File: config.mk
export PLATFORM = sky130hd
export DESIGN_NAME = frame_stream_generator
export DESIGN_NICKNAME = d
export VERILOG_FILES = /design/src/rtl/frame_stream_generator.sv
export SDC_FILE = /design/constraint.sdc
export NUM_CORES = 1
export LEC_CHECK = 0
export CAP_MARGIN = 20
export CORE_ASPECT_RATIO = 2
export CORE_MARGIN = 2
export CORE_UTILIZATION = 47
export DETAILED_ROUTE_END_ITERATION = 6
export PLACE_DENSITY = 0.75
export SLEW_MARGIN = 30
export SYNTH_ARGS = -nofsm -noshare
export SYNTH_HDL_FRONTEND = slang
export SYNTH_SLANG_ARGS = --single-unit
export TNS_END_PERCENT = 1
File: constraint.sdc
create_clock -name i_clk -period 1.6 [get_ports i_clk]
set_input_delay 0.32 -clock i_clk [delete_from_list [all_inputs] [get_ports i_clk]]
set_output_delay 0.32 -clock i_clk [all_outputs]
set_load 0.05 [all_outputs]
File: src/rtl/frame_stream_generator.sv
// ---------------------------------------------------------------------------
// frame_stream_generator
//
// Purpose:
//   Transmit side of the sync-framed pixel stream. Reads a stored frame
//   row-major from an external synchronous-read RAM and replays it with
//   programmable line blanking (h_sync low between rows) and frame blanking
//   (v_sync high before/after the pixels, v_sync low between frames in
//   continuous mode).
//
// Ports:
//   i_clk          clock
//   i_rst          synchronous active-high reset
//   i_start        start one frame (sampled only while idle)
//   i_continuous   1 = restart automatically after P_V_GAP low cycles
//   o_rd_en        RAM read enable (high exactly while a line is being read)
//   o_rd_addr      RAM read address, row*P_IMAGE_WIDTH + col
//   i_rd_data      RAM read data, valid one cycle after o_rd_en
//   o_v_sync       frame-active level
//   o_h_sync       line-active / pixel-valid level
//   o_image_data   pixel, forced to 0 while o_h_sync is low
//   o_busy         controller is not idle
//   o_frame_done   one-cycle pulse on the first v_sync-low cycle after a frame
// ---------------------------------------------------------------------------
module frame_stream_generator #(
  parameter int P_IMAGE_WIDTH  = 256,
  parameter int P_IMAGE_HEIGHT = 256,
  parameter int P_PIXEL_WIDTH  = 8,
  parameter int P_ADDR_WIDTH   = 16,
  parameter int P_H_BLANK      = 16,
  parameter int P_V_PRE        = 4,
  parameter int P_V_POST       = 4,
  parameter int P_V_GAP        = 64
) (
  input  logic                     i_clk,
  input  logic                     i_rst,
  input  logic                     i_start,
  input  logic                     i_continuous,
  output logic                     o_rd_en,
  output logic [P_ADDR_WIDTH-1:0]  o_rd_addr,
  input  logic [P_PIXEL_WIDTH-1:0] i_rd_data,
  output logic                     o_v_sync,
  output logic                     o_h_sync,
  output logic [P_PIXEL_WIDTH-1:0] o_image_data,
  output logic                     o_busy,
  output logic                     o_frame_done
);

  localparam int COL_W = $clog2(P_IMAGE_WIDTH);
  localparam int ROW_W = $clog2(P_IMAGE_HEIGHT);

  // One shared timer covers every blanking state, so it is sized for the
  // longest of them.
  localparam int MAX_PRE_POST = (P_V_PRE > P_V_POST) ? P_V_PRE : P_V_POST;
  localparam int MAX_BLANK    = (P_H_BLANK > P_V_GAP) ? P_H_BLANK : P_V_GAP;
  localparam int TIMER_MAX    = (MAX_PRE_POST > MAX_BLANK) ? MAX_PRE_POST : MAX_BLANK;
  localparam int TIMER_W      = $clog2(TIMER_MAX + 1);

  typedef enum logic [2:0] {
    S_IDLE,
    S_V_PRE,
    S_LINE,
    S_H_BLANK,
    S_V_POST,
    S_V_GAP
  } state_t;

  state_t                   state;
  state_t                   state_next;
  logic [TIMER_W-1:0]       timer;
  logic [COL_W-1:0]         col;
  logic [ROW_W-1:0]         row;
  logic [P_ADDR_WIDTH-1:0]  addr;
  logic                     timer_last;
  logic                     col_last;
  logic                     row_last;
  logic                     v_level;
  logic                     h_level;
  logic [1:0]               v_pipe;
  logic [1:0]               h_pipe;
  logic [P_PIXEL_WIDTH-1:0] data_q;
  logic                     done_q;

  always_ff @(posedge i_clk) begin
    if (i_rst) begin
      state <= S_IDLE;
    end else begin
      state <= state_next;
    end
  end

  // Next-state logic plus the unregistered v/h levels that feed the
  // two-stage alignment pipeline.
  always_comb begin
    state_next = state;
    timer_last = 1'b0;
    col_last   = (col == COL_W'(P_IMAGE_WIDTH - 1));
    row_last   = (row == ROW_W'(P_IMAGE_HEIGHT - 1));
    v_level    = 1'b0;
    h_level    = 1'b0;
    case (state)
      S_IDLE: begin
        if (i_start) state_next = S_V_PRE;
      end
      S_V_PRE: begin
        v_level    = 1'b1;
        timer_last = (timer == TIMER_W'(P_V_PRE - 1));
        if (timer_last) state_next = S_LINE;
      end
      S_LINE: begin
        v_level = 1'b1;
        h_level = 1'b1;
        if (col_last) state_next = row_last ? S_V_POST : S_H_BLANK;
      end
      S_H_BLANK: begin
        v_level    = 1'b1;
        timer_last = (timer == TIMER_W'(P_H_BLANK - 1));
        if (timer_last) state_next = S_LINE;
      end
      S_V_POST: begin
        v_level    = 1'b1;
        timer_last = (timer == TIMER_W'(P_V_POST - 1));
        if (timer_last) state_next = i_continuous ? S_V_GAP : S_IDLE;
      end
      S_V_GAP: begin
        timer_last = (timer == TIMER_W'(P_V_GAP - 1));
        if (timer_last) state_next = S_V_PRE;
      end
      default: state_next = S_IDLE;
    endcase
  end

  // Position counters. The timer restarts whenever a timed state ends, and
  // the address is held (not incremented) on the very last pixel so it can
  // never wrap within a frame; it is cleared outside the line/blank region
  // so every frame starts reading from address 0.
  always_ff @(posedge i_clk) begin
    if (i_rst) begin
      timer <= '0;
      col   <= '0;
      row   <= '0;
      addr  <= '0;
    end else begin
      if (state == S_IDLE || state == S_LINE || timer_last) begin
        timer <= '0;
      end else begin
        timer <= timer + TIMER_W'(1);
      end

      if (state == S_LINE && !col_last) begin
        col <= col + COL_W'(1);
      end else begin
        col <= '0;
      end

      if (state == S_LINE && col_last) begin
        row <= row_last ? '0 : row + ROW_W'(1);
      end else if (state != S_LINE && state != S_H_BLANK) begin
        row <= '0;
      end

      if (state == S_LINE) begin
        if (!(col_last && row_last)) addr <= addr + P_ADDR_WIDTH'(1);
      end else if (state != S_H_BLANK) begin
        addr <= '0;
      end
    end
  end

  // Two register stages on the sync levels line them up with the pixel,
  // which arrives one cycle after the read and is registered once more.
  always_ff @(posedge i_clk) begin
    if (i_rst) begin
      v_pipe <= '0;
      h_pipe <= '0;
      data_q <= '0;
      done_q <= 1'b0;
    end else begin
      v_pipe <= {v_pipe[0], v_level};
      h_pipe <= {h_pipe[0], h_level};
      data_q <= h_pipe[0] ? i_rd_data : '0;
      done_q <= v_pipe[1] & ~v_pipe[0];
    end
  end

  assign o_rd_en      = (state == S_LINE);
  assign o_rd_addr    = addr;
  assign o_v_sync     = v_pipe[1];
  assign o_h_sync     = h_pipe[1];
  assign o_image_data = data_q;
  assign o_busy       = (state != S_IDLE);
  assign o_frame_done = done_q;

endmodule

==> metrics.md <==
| Metric | Value |
|---|---|
| LEAKAGE | approximately 1.4 nW |
| CP peak stage delay | between 0.3 and 0.4 ns |
| Initial DRT Pass Iterations | 4 |
| HPWL Detailed | about 4.7 mm |
| Ys flop type | dfxtp_1 |
| Startpoint Class | flip-flop |
| Post-synthesis register bit count | 55 |
| Post-Synthesis Cells | around 280 |
| Share of cells above drive strength 1 | between 30% and 40% |
| Area Overhead vs Synth | 50.9% |
| Port bufs | 40 |
| Initial antenna violation count | 0 |
| Failing checks | setup timing |
| Worst Path Arrival | ~1.9 ns |
| Post-synth EDFFs | 0 |
| Post-synth cell types | between 50 and 60 |
| Total wire length | around 6.8 mm |
| Worst setup margin | -0.0660 ns |
| Clock input transition at the sequential cells of the worst setup and hold paths | 0.09 ns |
| CTS root buf | clkbuf_8 |
| Share of synthesized registers carrying an async set or reset | 0% |
| Worst reg-to-reg setup slack | -0.07 ns |
| Critical path endpoint category | flip-flop |
| Critical Path RT | ~1.8 ns |
| Final Critical Period | between 1.5 and 2 ns |
| Setup TNS | -0.204 ns |
| Commonest non-fill, non-tap cell in the layout | buf_4 |
| Maximum vdd ir drop | 0.940 mV |
| Initial Util | around half |
| Final setup violation count | 6 |
| Die width | 55.3 um |
| Crit path max-delay cell type | dfxtp_1 |
| Max FO, Critical Path | 3 |
| Syn_area_per_cell | ~8.9 um^2 |
| Final net count | a little under 400 |
| Clock tree from TritonCTS | built |
| Via density | 5.59 |
| Max-Cap Viols | 0 |
| Core Box Area | roughly 5000 um^2 |
| WS Path Type | flip-flop to flip-flop |
| First-pass GRT wire length | about 11 mm |
| Die height | 107 um |
| Iter 0 DRT Violations | 90 |
| GRT overflow | 0 |
| Crit-path leading delay family | compound AO/OA/AOI/OAI gates |
| Die area | roughly 5900 um^2 |
| Vias in the first global route | between 2000 and 2500 |
| Share of the synthesized area in the top cell type | about 45% |
| Final ANT Viol Nets | 0 |
| Synth Cell Area | roughly 2500 um^2 |
| CTS Sinks | 55 |
| Deepest clock path buffer count | 2 |
| Pwr/cell area | around 700 nW/um^2 |
| GPL Wtd Cong | 0.803 |
| I/O pins | around 40 |
| RSZ-0062 raised after global routing | yes |
| Antenna diodes | 0 |
| Slew @ Worst Pin | about 0.49 ns |
| Row Count | 37 |
| Final Hold Vio Count | 0 |
| Residual DRC | 0 |
| Crit-path cells | ha_2 > nor4b_2 > o21ai_2 > buf_4 > buf_4 > nand2_1 > a211oi_2 > a31o_2 |
| CTS Buf Count | 5 |
| Pins Over Slew Limit | 0 |
| H-tree depth | 2 |
| HP Class | flip-flop to flip-flop |
| Slew HR | between 60 and 70% |
| Leading cell types in the layout, fill and taps excluded | buf_4, dfxtp_1, nor2_1 |
| Final Core Density | 73.3% |
| Worst Skew | around 0.0075 ns |
| Finished Layout Cells | about 430 |
| Post-route cell area | approximately 3700 um^2 |
| Area leader, netlist | dfxtp_1 |
| Gr usage total | a little under a quarter |
| Register area share after synthesis | 44.5% |
| Peak Freq | about 600 MHz |
| Final Cycle Share | 104% |
| Placed Cells | 417 |
| Crit path buf inv count | 2 |
| Synth Warn # | 0 |
| Wirelength per Cell | about 16 um |
| Most used cell along the critical path | buf_4 |
| Synth area leaders | dfxtp_1, nor2_1, o21ai_0, nand2_1, nand3_1 |
| Area of placed instances | ~3400 um^2 |
| Syn nets | slightly below 300 |
| Status | finished with violations |
| Clk_lat worst skew | between 0.3 and 0.4 ns |
| Vias | 2400 |
| Pin count of the biggest net entering global routing | 17 |
[where the power goes]
part           leakage [nW]  switching [mW]  total, mW  internal [mW]
Combinational         0.923           0.140      0.253          0.114
Sequential            0.449          0.0222       1.40           1.38
Clock                0.0612           0.453      0.960          0.507
[worst paths after layout]
| path | cells after the start | startpoint | endpoint |
|---|---|---|---|
| worst max-delay path | 8 | timer[1]$_SDFF_PP0_ | state[0]$_SDFFE_PP0P_ |
| worst min-delay path | 1 | v_pipe[0]$_SDFF_PP0_ | o_frame_done$_SDFF_PP0_ |
| worst max register to register | 8 | timer[1]$_SDFF_PP0_ | state[0]$_SDFFE_PP0P_ |
| worst min register to register | 1 | v_pipe[0]$_SDFF_PP0_ | o_frame_done$_SDFF_PP0_ |
[per-stage QoR]
stage | hold slack (ns) | total power, mW | worst slack, ns
2_1_floorplan | 0.390 | 1.58 | -0.303
3_3_place_gp | 0.399 | 1.66 | -0.103
5_1_grt | 0.437 | 2.70 | -0.147
6_report | 0.433 | 2.62 | -0.0660
3_5_place_dp | 0.415 | 1.66 | -0.180
4_1_cts | 0.432 | 2.63 | -0.0435
[routing by layer]
| metal | part of all wire [%] | track usage [%] | vias to the layer above |
|---|---|---|---|
| li1 | - | - | 1175 |
| met1 | 36 | 21.2 | 1163 |
| met2 | 58 | 44.4 | 46 |
| met3 | 3.4 | 4.22 | 16 |
| met4 | 3.3 | 12.7 | 0 |
| met5 | 0 | 0 | - |
[final cells by class]
| class | instances | area [um^2] |
|---|---|---|
| well taps | 58 | 72.6 |
| multi-input cells | 209 | 1470 |
| flip-flops and latches | 55 | 1120 |
| inverters | 6 | 26.3 |
| fillers | 368 | 1360 |
| clock buffers | 6 | 82.6 |
| clock inverters | 2 | 35.0 |
| repair buffers | 93 | 921 |
[flip-flops by register name, indices dropped and copies added, names as in the netlist]
signal,count
o_frame_done,1
col,8
h_pipe,2
row,8
timer,7
o_image_data,8
o_rd_addr,16
state,3
v_pipe,2
[logic make-up after synthesis]
group | synth area share (%)
fa+ha+maj | 2.53
flops | 44.5
xor+xnor | 5.67
mux | 0.405
compound gates | 14.2
buf+inv | 3.34
simple gates | 29.4
[synthesized netlist by cell type (all sizes together) (6+ instances only)]
cell type and count:
nand3 16, and2 10, nor3 9, and3 6, nor2 37, nand2 21
xor2 8, o21ai 19, nand4 8, dfxtp 55, a21oi 13, xnor2 8
inv 6
[timing repair]
action                     4_1_cts  5_1_grt
pin swaps                       12       15
hold buffers                     0        0
hold endpoints to repair         0        0
gates cloned                     1        0
resized for setup               31       31
buffers inserted                 1        2
setup endpoints to repair       32       36
(Power assumes the default switching activity.)
==> RTL edit 1, RTL diff (same flow settings) <==
Set the parameter `P_ADDR_WIDTH` to 17 (it was 16).
--- a/src/rtl/frame_stream_generator.sv
+++ b/src/rtl/frame_stream_generator.sv
@@ -27,5 +27,5 @@
   parameter int P_IMAGE_HEIGHT = 256,
   parameter int P_PIXEL_WIDTH  = 8,
-  parameter int P_ADDR_WIDTH   = 16,
+  parameter int P_ADDR_WIDTH   = 17,
   parameter int P_H_BLANK      = 16,
   parameter int P_V_PRE        = 4,
Ports: changed (resized o_rd_addr); port bits go from 41 to 42. No check against the original RTL was run, so the function may have changed too.
==> RTL edit 1 against the original RTL <==
The run still ends with setup timing left. Fmax rose by 0.16%. Setup slack gained 2.6 ps. Design area increased by 3.9%. Clock skew is 1.5 ps higher. Global-route usage is 1.9 points higher. Area after synthesis grew 2.3%. Sequential cell count increased by 1. Combinational power fell by 36%. Routed wire length rose by 8.4%. Cell count increased by 4.7%. Hold slack got worse by 18 ps. Power shrank 9.6%. Sequential share of layout area shrank 0.22 points.
==> RTL edit 1: results (changes against the original RTL) <==
dpl ws -> -258 ps (was -180 ps)
vias per cell -> 5.84 (was 5.59)
slowest CP cell -> or3_4 (was dfxtp_1)
Setup Viol. Count Final -> 11 (was 6)
crit-path max cell delay -> 390 ps (was 370 ps)
first-pass GRT wire length -> 11,700 um (was 10,800 um)
DR iter-0 viols -> 93 (was 90)
Synth area leaders -> dfxtp_1 44%, nand3_1 4.0%, a21oi_1 3.6% (was dfxtp_1 45%, nor2_1 5.3%, o21ai_0 3.4%)
Total Routing Usage GR -> 24.6% (was 22.7%)
layout cells sized above 1 -> 41.9% (was 38.3%)
Post-synth ARST share -> 0% (unchanged)
vias in the first global route -> 2,641 (was 2,423)
final WL -> 7340 um (was 6770 um)
Worst Path Max Fanout -> 4 (was 3)
post-synth cell types -> 46 (was 52)
Clock transition at path regs -> 90 ps (about the same)
initial antenna violation count -> 0 (unchanged)
Worst Skew -> 9.02 ps (was 7.50 ps)
IO Port Bufs -> 41 (was 40)
P_leak -> 1.47 nW (was 1.43 nW)
FILL cells -> 371 (was 368)
Seq/Total Area, Yosys -> 44.3% (was 44.5%)
worst reg2reg startpoint -> row[1] (was timer[1])
Post-DP Area -> 3470 sq um (was 3380 sq um)
DRT Pass-1 Iters -> 4 (unchanged)
diodes inserted -> 0 (unchanged)
most used flip-flop cell after synthesis -> dfxtp_1 (unchanged)
failing checks -> setup timing (unchanged)
Net count, final -> 407 (was 387)
worst skew pair latency -> 310 ps (about the same)
fin worst setup slack -> -63.4 ps (was -66.0 ps)
gpl congestion -> 0.898 (was 0.803)
Post-Syn Nets -> 305 (was 294)
total CTS buffers -> 5 (unchanged)
CP Launch Point -> state[0] (was timer[1])
placed wire-length estimate -> 4960 um (was 4700 um)
Max IR drop VDD -> 0.570 mV (was 0.940 mV)
Hold Path Origin -> v_pipe[0] (unchanged)
max reg flops -> 17 (was 16)
Worst EP arrival -> 1340 ps (was 1870 ps)
commonest cells in the netlist -> 56 x dfxtp_1, 20 x nand3_1, 19 x nand2_1, 19 x nor2_1, 18 x a21oi_1 (was 55 x dfxtp_1, 35 x nor2_1, 21 x nand2_1)
status -> finished, violations left (unchanged)
Longest Clk Path Bufs -> 2 (unchanged)
CP top delay family -> simple AND/OR/NAND/NOR gates (was compound AO/OA/AOI/OAI gates)
pin slew with the least headroom to its limit -> 428 ps (was 493 ps)
largest net degree at the start of global routing -> 16 (was 17)
## RTL edit 1: cells by family after synthesis
logic type | count (synthesis) | synth area share (%)
AOI/OAI and AO/OA | 62 | 15.7
xor gates and xnor gates | 11 | 3.81
adders and majority gates | 5 | 2.47
buffers and inverters | 23 | 4.50
DFF | 56 | 44.3
muxes | 2 | 0.791
and+or+nand+nor | 129 | 28.4
## RTL edit 1: worst reg2reg max path, stage by stage, from the launching register on
cell and delay (ps):
dfxtp_2 350, ha_4 160, and4_4 170, a41o_4 290, buf_6 130, or3_1 350
a21oi_1 130
## RTL edit 1: layer usage
layer	up-vias	GRT usage, %	wire (um)
li1	1264	-	-
met1	1245	22.6	2600
met2	84	48.6	4120
met3	28	4.09	300
met4	0	15.0	311
met5	-	0	0
## RTL edit 1: power by group
group | total [mW] | switching [mW] | leakage, nW | internal, mW
sequential | 1.40 | 0.00479 | 0.463 | 1.39
clock | 0.806 | 0.451 | 0.0455 | 0.355
combinational | 0.162 | 0.0731 | 0.964 | 0.0886
total | 2.37 | 0.529 | 1.47 | 1.84
## RTL edit 1: worst paths after layout
path	end	slack (ps)	cells after the start
max	o_busy	-60	3
min	o_frame_done	420	1
max reg2reg	o_rd_addr[7]	-50	6
min reg2reg	o_frame_done	420	1
## RTL edit 1: layout make-up
type                    count  area [sq um]  share of cell area (%)
multi-input cells         210          1500                    38.8
flip-flops and latches     56          1160                    29.8
clock buffers               8          90.1                    2.32
repair buffers            109          1020                    26.3
well taps                  58          72.6                    1.87
inverters                   8          32.5                   0.839
## RTL edit 1: stage by stage
stage	hold slack (ps)	utilization [%]	instances	TNS [ps]
global placement	395	67.0	431	-2400
floorplan	390	-	288	-2060
detailed placement	402	67.0	431	-3270
global route	449	74.8	449	-1510
finish	416	74.8	449	-299
CTS	419	72.9	448	-514
## RTL edit 1: what timing repair did
action                     4_1_cts  5_1_grt
resized for setup               44       22
setup buffers                    9        1
pin swaps                       25       12
setup endpoints to repair       30       35
cloned                           1        0
hold buffers                     0        0
==> RTL edit 2, RTL diff (same settings) <==
Made on the original files. `data_q` no longer has a reset.
--- a/src/rtl/frame_stream_generator.sv
+++ b/src/rtl/frame_stream_generator.sv
@@ -174,12 +174,14 @@
       v_pipe <= '0;
       h_pipe <= '0;
-      data_q <= '0;
       done_q <= 1'b0;
     end else begin
       v_pipe <= {v_pipe[0], v_level};
       h_pipe <= {h_pipe[0], h_level};
-      data_q <= h_pipe[0] ? i_rd_data : '0;
       done_q <= v_pipe[1] & ~v_pipe[0];
     end
+  end
+
+  always_ff @(posedge i_clk) begin
+    data_q <= h_pipe[0] ? i_rd_data : '0;
   end
 
Formal check against the unedited RTL: differs if i_rst is asserted again (counterexample within 10 cycles, from zero or initial values and one cycle with i_rst high); with i_rst held inactive, the same outputs for 10 cycles.
==> RTL edit 2 against the original RTL <==
The flow still finishes with violations (setup timing). Count of clock-buffer cells in the layout grew 2. Die area grew 1.7%. Power shrank 2.6%. Setup slack gained 17 ps. Area after synthesis grew 1.8%. Non-clock buffer count grew 1. Cell count shrank 0.23%. Design area shrank 2.8%. Routed wire length shrank 3.8%. Sequential cell count is the same. Critical path type unchanged. Largest power group unchanged. Highest routed layer unchanged.
==> RTL edit 2: results (changes against the original RTL) <==
Max IR drop VDD -> 0.791 mV (was 0.940 mV)
compound-cell area share of the yosys netlist -> 16.7% (was 14.2%)
post_cts resized -> 23 (was 31)
Setup Viol. Count Final -> 8 (was 6)
Pwr Total -> 2.55 mW (was 2.62 mW)
Post-DP Area -> 3330 sq um (was 3380 sq um)
post-synth cell types -> 48 (was 52)
Post-CTS Setup Bufs -> 3 (was 1)
Net count, final -> 386 (was 387)
Worst Skew -> 6.96 ps (was 7.50 ps)
layout cells sized above 1 -> 36.8% (was 38.3%)
FILL cells -> 410 (was 368)
syn_area_per_cell -> 8.96 sq um (was 8.93 sq um)
final instance count without filler cells -> 428 (was 429)
Post-Syn Nets -> 298 (was 294)
placed wire-length estimate -> 4560 um (was 4700 um)
DR WL met3 -> 217 um (was 233 um)
commonest cells in the netlist -> 55 x dfxtp_1, 23 x a21oi_1, 23 x nor2_1 (was 55 x dfxtp_1, 35 x nor2_1, 21 x nand2_1)
fin worst setup slack -> -48.9 ps (was -66.0 ps)
slowest CP cell -> or4b_4 (was dfxtp_1)
largest net degree at the start of global routing -> 16 (was 17)
vias per cell -> 5.88 (was 5.59)
Met1 Wirelength -> 2330 um (was 2420 um)
Total Routing Usage GR -> 22.2% (was 22.7%)
pin slew with the least headroom to its limit -> 389 ps (was 493 ps)
failing checks -> setup timing (unchanged)
gpl congestion -> 0.852 (was 0.803)
first-pass GRT wire length -> 10,700 um (was 10,800 um)
status -> finished, violations left (unchanged)
P_leak -> 1.41 nW (was 1.43 nW)
wire length on met2 -> 3650 um (was 3900 um)
met1 Use GR -> 20.6% (was 21.2%)
Synth Area in Adders -> 2.48% (was 2.53%)
drt wl/cell -> 15.2 um (was 15.8 um)
mux share of post-synthesis cell area -> 0% (was 0.405%)
clock share of power -> 33.0% (was 36.7%)
Seq/Total Area, Yosys -> 43.7% (was 44.5%)
dpl ws -> -134 ps (was -180 ps)
Synth area leaders -> dfxtp_1 44%, a21oi_1 4.6%, or4_1 3.9% (was dfxtp_1 45%, nor2_1 5.3%, o21ai_0 3.4%)
Worst Path Max Fanout -> 7 (was 3)
[RTL edit 2: path summary, 6_finish.rpt]
check	to	slack, ps
min reg2reg	o_frame_done	420
min	o_frame_done	420
max	timer[5]	-50
max reg2reg	timer[5]	-50
[RTL edit 2: worst max-delay path: cells and delay by family, from the launching register on]
kind | cells | cell delay (ps)
and+or+nand+nor | 2 | 550
AOI/OAI and AO/OA | 2 | 480
DFF | 1 | 370
adders and majority gates | 1 | 140
[RTL edit 2: stage by stage]
stage / util (%) / hold WS (ps) / TNS, ps
after floorplan: - / 390 / -2450
after global placement: 64.9 / 398 / -654
after detailed placement: 64.9 / 404 / -1760
after CTS: 68.9 / 421 / -150
after global routing: 70.6 / 456 / -1460
final: 70.6 / 418 / -327
[RTL edit 2: area by class of cell]
cell class | count | area share (%)
multi-input combinational | 208 | 40.0
timing repair buffer | 94 | 23.7
sequential | 55 | 31.0
tap | 58 | 2.00
inverter | 5 | 0.518
clock buffer | 8 | 2.76
